File: src/rtl/serial_adder_pkg.sv
// Shared types and helpers for the bit-serial adder.
package serial_adder_pkg;

    // Controller states: waiting, shifting bits, presenting the result.
    typedef enum logic [1:0] {
        ST_IDLE = 2'd0,
        ST_RUN  = 2'd1,
        ST_DONE = 2'd2
    } state_e;

    // Bit counter width: it only has to reach WIDTH-1, where the run ends.
    function automatic int cnt_w(input int width);
        return (width > 1) ? $clog2(width) : 1;
    endfunction

endpackage

File: src/rtl/bit_adder_cell.sv
// Single 1-bit full adder; the only arithmetic in the serial adder.
module bit_adder_cell (
    input  logic a,
    input  logic b,
    input  logic cin,
    output logic s,
    output logic cout
);

    // Plain full-adder equations, carry formed as generate | propagate&cin.
    always_comb begin
        s    = a ^ b ^ cin;
        cout = (a & b) | ((a ^ b) & cin);
    end

endmodule

File: src/rtl/serial_adder.sv
// Bit-serial WIDTH-bit adder: one operand bit pair per clock, LSB first,
// through a single full-adder cell and a carry register.
//
// Handshake: start is sampled only on an edge where ready=1 (IDLE or DONE);
// that edge captures a, b and cin. busy is high while bits are being
// processed, and done is a one-cycle pulse when sum/cout/ovf have just been
// updated. Accepting start during DONE chains operations without a bubble.
module serial_adder
    import serial_adder_pkg::*;
#(
    parameter int WIDTH = 8
) (
    input  logic             clk,
    input  logic             rst_n,
    input  logic             start,
    input  logic [WIDTH-1:0] a,
    input  logic [WIDTH-1:0] b,
    input  logic             cin,
    output logic             ready,
    output logic             busy,
    output logic             done,
    output logic [WIDTH-1:0] sum,
    output logic             cout,
    output logic             ovf,
    output state_e           state_dbg
);

    localparam int           CW   = cnt_w(WIDTH);
    localparam logic [CW-1:0] LAST = CW'(WIDTH - 1);

    state_e           state_q;
    logic [WIDTH-1:0] a_sh_q;
    logic [WIDTH-1:0] b_sh_q;
    logic [WIDTH-1:0] ps_q;
    logic [WIDTH-1:0] ps_d;
    logic             carry_q;
    logic [CW-1:0]    cnt_q;
    logic [WIDTH-1:0] sum_q;
    logic             cout_q;
    logic             ovf_q;

    logic             cell_s;
    logic             cell_co;

    bit_adder_cell u_cell (
        .a    (a_sh_q[0]),
        .b    (b_sh_q[0]),
        .cin  (carry_q),
        .s    (cell_s),
        .cout (cell_co)
    );

    // Partial sum after this cycle's bit lands in the MSB; on the last bit
    // this is the complete result word.
    assign ps_d = {cell_s, ps_q[WIDTH-1:1]};

    // Controller and datapath: load on accept, shift one bit per RUN cycle,
    // publish the result on the final bit.
    always_ff @(posedge clk) begin
        if (!rst_n) begin
            state_q <= ST_IDLE;
            a_sh_q  <= '0;
            b_sh_q  <= '0;
            ps_q    <= '0;
            carry_q <= 1'b0;
            cnt_q   <= '0;
            sum_q   <= '0;
            cout_q  <= 1'b0;
            ovf_q   <= 1'b0;
        end else begin
            case (state_q)
                ST_IDLE, ST_DONE: begin
                    if (start) begin
                        a_sh_q  <= a;
                        b_sh_q  <= b;
                        ps_q    <= '0;
                        carry_q <= cin;
                        cnt_q   <= '0;
                        state_q <= ST_RUN;
                    end else begin
                        state_q <= ST_IDLE;
                    end
                end
                ST_RUN: begin
                    a_sh_q  <= a_sh_q >> 1;
                    b_sh_q  <= b_sh_q >> 1;
                    ps_q    <= ps_d;
                    carry_q <= cell_co;
                    cnt_q   <= cnt_q + CW'(1);
                    if (cnt_q == LAST) begin
                        // carry_q is the carry into the MSB on this edge.
                        sum_q   <= ps_d;
                        cout_q  <= cell_co;
                        ovf_q   <= carry_q ^ cell_co;
                        state_q <= ST_DONE;
                    end
                end
                default: state_q <= ST_IDLE;
            endcase
        end
    end

    assign ready     = (state_q != ST_RUN);
    assign busy      = (state_q == ST_RUN);
    assign done      = (state_q == ST_DONE);
    assign sum       = sum_q;
    assign cout      = cout_q;
    assign ovf       = ovf_q;
    assign state_dbg = state_q;

endmodule
File: config.mk
export PLATFORM = sky130hd
export DESIGN_NAME = serial_adder
export DESIGN_NICKNAME = d
export VERILOG_FILES = /design/src/rtl/serial_adder_pkg.sv /design/src/rtl/bit_adder_cell.sv /design/src/rtl/serial_adder.sv
export SDC_FILE = /design/constraint.sdc
export NUM_CORES = 1
export LEC_CHECK = 0
export ABC_CLOCK_PERIOD_IN_PS = 3500
export BUFFER_PORTS_ARGS = -buffer_cell sky130_fd_sc_hd__buf_4
export CORE_UTILIZATION = 41
export CTS_CLUSTER_SIZE = 28
export DETAILED_ROUTE_END_ITERATION = 6
export GPL_TIMING_DRIVEN = 0
export PLACE_DENSITY = 0.62
export SLEW_MARGIN = 20
export SYNTH_ARGS = -nofsm -noshare
export SYNTH_HDL_FRONTEND = slang
export SYNTH_HIERARCHICAL = 1
export SYNTH_SLANG_ARGS = --single-unit
export TNS_END_PERCENT = 5
File: constraint.sdc
create_clock -name clk -period 3.5 [get_ports clk]
set_input_delay 1.05 -clock clk [delete_from_list [all_inputs] [get_ports clk]]
set_output_delay 1.05 -clock clk [all_outputs]
set_load 0.03 [all_outputs]
# Yosys cells after proc, flatten, opt, wreduce, memory -nomap -nowiden
# Index checks and enable logic that the tools add are counted.
# word_totals
regBits	40
latchBits	0
ram_bits	0
romBits	0
in_bits	20
out_inout_bits	15
mem_count	0
# op_classes
addsub	1
n_mul	0
div	0
order_cmp	0
eq_ne	6
shift	0
mux	13
bitwise_logic	6
reduce_logical	5
# ops
operator	n
8-bit case mux with 2 select lines	3
8-bit two-way mux	3
3-bit case mux with 2 select lines	1
2-bit by 1-bit inequality test with 1-bit output, second input constant	2
2-bit case mux with 2 select lines	1
2-bit AND reduction	2
3-bit by 1-bit adder with 3-bit output, second input constant	1
3-bit equality test, second input constant	1
3-bit two-way mux	1
1-bit bitwise XOR	3
1-bit AND	2
2-bit by 1-bit equality test with 1-bit output, second input constant	1
2-bit equality test, second input constant	1
2-bit logical NOT	1
1-bit two-way mux	2
2-bit two-way mux	1
2-bit inequality test, second input constant	1
1-bit case mux with 2 select lines	1
2-bit nonzero test	1
2-bit OR reduction	1
1-bit OR	1

# Depth between registers and ports, before layout
# depth
ltp_word	4
depth_mapped	6
mapped_depth_nobuf	5

# Cells and area by module
# Netlist, hierarchy kept.
# modules_own_cells
module	n_inst	cells_each	area_per_inst_um2	seq_area_each_um2
serial_adder	1	192	1604.0	780.7
bit_adder_cell	1	1	20.0	0.0

# Least setup slack after synthesis
# No wires, ideal clock.
# synth_timing
kind	register to output
start	register state_q[1], in the netlist state_dbg[1]
end	output ready
t_arrival_ns	1.061
setup_slack_ns	1.389
stages_incl_launch_ff	4
path_buffers	2
cell_sequence	dfxtp_1 > nand2b_1 > buf_4 > buf_2
# synth_between
elab_chain_cells	1
# synth_lines
element	line_no	source
start: declaration	serial_adder.sv:31	state_e state_q;
start signal: assignment	serial_adder.sv:61	state_q <= ST_IDLE;
start signal: assignment	serial_adder.sv:79	state_q <= ST_RUN;
start signal: assignment	serial_adder.sv:81	state_q <= ST_IDLE;
2-bit by 1-bit inequality test with 1-bit output	serial_adder.sv:103	assign ready = (state_q != ST_RUN);
end: declaration	serial_adder.sv:19	output logic ready,
# No other way between the ends.

# Final worst setup path
# Ends and elaborated chain as after synthesis.

==> reports/summary.txt <==
initial antenna violation count: 0
final core occ: 54.7%
Max Cap Viol: 0
ys async rst share: 0%
status: finished clean
synthesized net count: 216
max incr delay on CP: 0.37 ns
initial core utilization: 43.7%
number of global-route vias before repair: 1,379
worst-margin pin slew: 0.434 ns
Compound-Gate Fraction of Synth Area: 21.0%
met2 wire length: 1.71 mm
Slew Limit Fails: 0
final antenna-violating net count: 0
Resized cells post-CTS: 0
critical path endpoint category: primary output
largest net degree at the start of global routing: 12
Post-synth top cells: nand2_1 (60), dfxtp_1 (39), o21ai_0 (16)
most frequent CP cell: buf_4
met3 wire len: 170 µm
r2r setup slk: 2.07 ns
final clock skew: 0.00303 ns
Clock Sinks: 39
Slowest-stage cell, CP: dfxtp_1
Worst R2R Start: cnt_q[0]$_SDFFE_PN0P_
Synth area leaders: dfxtp_1 (48%), nand2_1 (14%), a31oi_1 (5.8%)
H-tree levels: 2
WP data required: 2.45 ns
worst setup path class: register to primary output
Cells after Synth: 193
Fmax achieved: 409 MHz
ys flop type: dfxtp_1
Global Route Usage Sum: 19.6%
first-pass GRT wire length: 6.19 mm
HPWL Detailed: 2.59 mm
Post-layout nets: 256
DR top layer: met4
YS warnings: 6
simple-gate share of the synthesized area: 21.2%
I/O Pins: 35
placer congestion estimate: 0.775
worst hold slack: 0.466 ns
buffer depth of the longest clock path: 2
worst-path cell chain: nand2b_1 -> buf_4 -> buf_2 -> buf_4
Final Cycle Share: 69.8%
fill count: 366
core area: 3720 µm²
mux share of post-synthesis cell area: 0%
minimum clock period: 2.44 ns
arrival time worst endpoint: 1.39 ns
DRC: 0
DR WL/cell: 12.6 µm
Hold Vio Cnt, Final: 0
mapped cell area: 1620 µm²
clk slew on worst S/H paths: 0.07 ns
Max VDD drop: 0.275 mV
Total Wirelength: 3.56 mm
die area: 4220 µm²
largest area contributor in the netlist: dfxtp_1
worst rel slew slack: 71.1%
# setup viols final: 0
PD cells: 455 nW/µm²
XOR/XNOR share of the synthesized area: 0.539%
top-count cell post-synth: nand2_1
CTS Root Cell: clkbuf_8
Synth cell types: 24
Inserted Diodes: 0
die height: 64.9 µm
share of layout cells above drive strength 1: 22.6%
leakage power: 0.828 nW
Post-CTS Setup Bufs: 0
Adder-Cell Fraction of Synth Area: 2.77%
Die W: 64.9 µm
grt ovf: 0
Site Rows: 22
top-area cell type share of the netlist area: 48.1%
largest family of logic cells by synthesized area: simple AND/OR/NAND/NOR gates
CTS tree: yes
Clock Latency Late Sink: 0.29 ns
met1 WL: 1.62 mm
via count: 1,447
Hold Path Class: register to register
1st-iter DRT viols: 35
total CTS buffers: 5
Syn Area/Cell: 8.41 µm²
Crit Path Max Fanout: 10
Sum Neg Setup Slack: 0 ns
worst hold start: sum[4]$_SDFFE_PN0P_
Post-synth EDFFs: 0
Synth Register Bits: 39
Setup crit start: state_dbg[1]$_SDFFE_PN0P_
Layout area overhead: 25.1%
Via density: 5.13
Startpoint Class: register
CTS Hold Bufs: 0
RSZ-0062 raised after global routing: no
DR pass1 iterations: 4
Port Buf Inserts: 33
Seq/Total Area, Yosys: 48.1%
[kinds of logic (layout without fill, tap and decap cells)]
kind of cell,Yosys count,after routing
and+or+nand+nor,81,81
DFF,39,39
adders and majority gates,3,3
AOI/OAI and AO/OA,53,53
xor gates and xnor gates,1,1
buffers and inverters,16,57
[flip-flops by register name, summed over array words and instances (netlist names)]
signal,count
a_sh_q,8
carry_q,1
cnt_q,3
ps_q,7
sum,8
b_sh_q,8
cout,1
state_dbg,2
ovf,1
[through the flow]
step	power [W]	area [µm²]	std cells	setup slack [ns]
after floorplan	0.000564	1620	193	1.39
after global placement	0.000604	1930	274	1.41
after detailed placement	0.000607	1930	274	1.37
after CTS	0.000932	2030	282	1.04
after global routing	0.000974	2030	282	0.951
final	0.000925	2030	282	1.06
[layout make-up]
class,count,area (µm²),share of cell area (%)
well taps,48,60.1,2.96
repair buffers,33,248,12.2
multi-input cells,138,739,36.4
flip-flops and latches,39,781,38.4
clock buffers,8,100,4.93
plain buffers,15,100,4.93
inverters,1,3.75,0.185
[cell usage in the layout, fill, tap and decap left out]
cell type   n
buf_2       5
a21boi_0   10
nor2b_1     2
and3b_1     1
nand3_1    11
ha_1        2
dfxtp_1    39
nand3b_1    1
a31oi_1    15
xnor2_1     1
nor2_1      1
and3_1      1
o21a_1      1
and2_1      2
o211a_1     1
nand2b_1    2
clkbuf_8    7
buf_6       3
buf_4      37
nand2_1    60
fa_1        1
inv_2       1
o21ai_0    16
a21boi_1   10
clkbuf_1    4
[power by group]
group          switching, W  total, W  internal (W)
combinational     0.0000652  0.000119     0.0000534
sequential        0.0000128  0.000478      0.000465
clock              0.000148  0.000328      0.000180
total              0.000226  0.000925      0.000699
[final timing paths]
| kind | cells past startpoint | end |
|---|---|---|
| hold reg to reg | 2 | sum[4]$_SDFFE_PN0P_ |
| setup reg to reg | 5 | ovf$_SDFFE_PN0P_ |
| hold / removal | 2 | sum[4]$_SDFFE_PN0P_ |
| setup / recovery | 4 | ready |
[worst max-delay path, delay by kind of cell (launching register included)]
| kind | cells | cell delay, ns |
|---|---|---|
| and+or+nand+nor | 1 | 0.13 |
| DFF | 1 | 0.37 |
| buffers and inverters | 3 | 0.61 |
[metal layers]
| layer | global-route usage (%) | vias to the layer above |
|---|---|---|
| met5 | 0 | - |
| met4 | 8.61 | 0 |
| met3 | 6.16 | 6 |
| met2 | 33.6 | 35 |
| met1 | 22.0 | 675 |
| li1 | - | 731 |
Note: power is estimated with default switching activity, not from simulation.
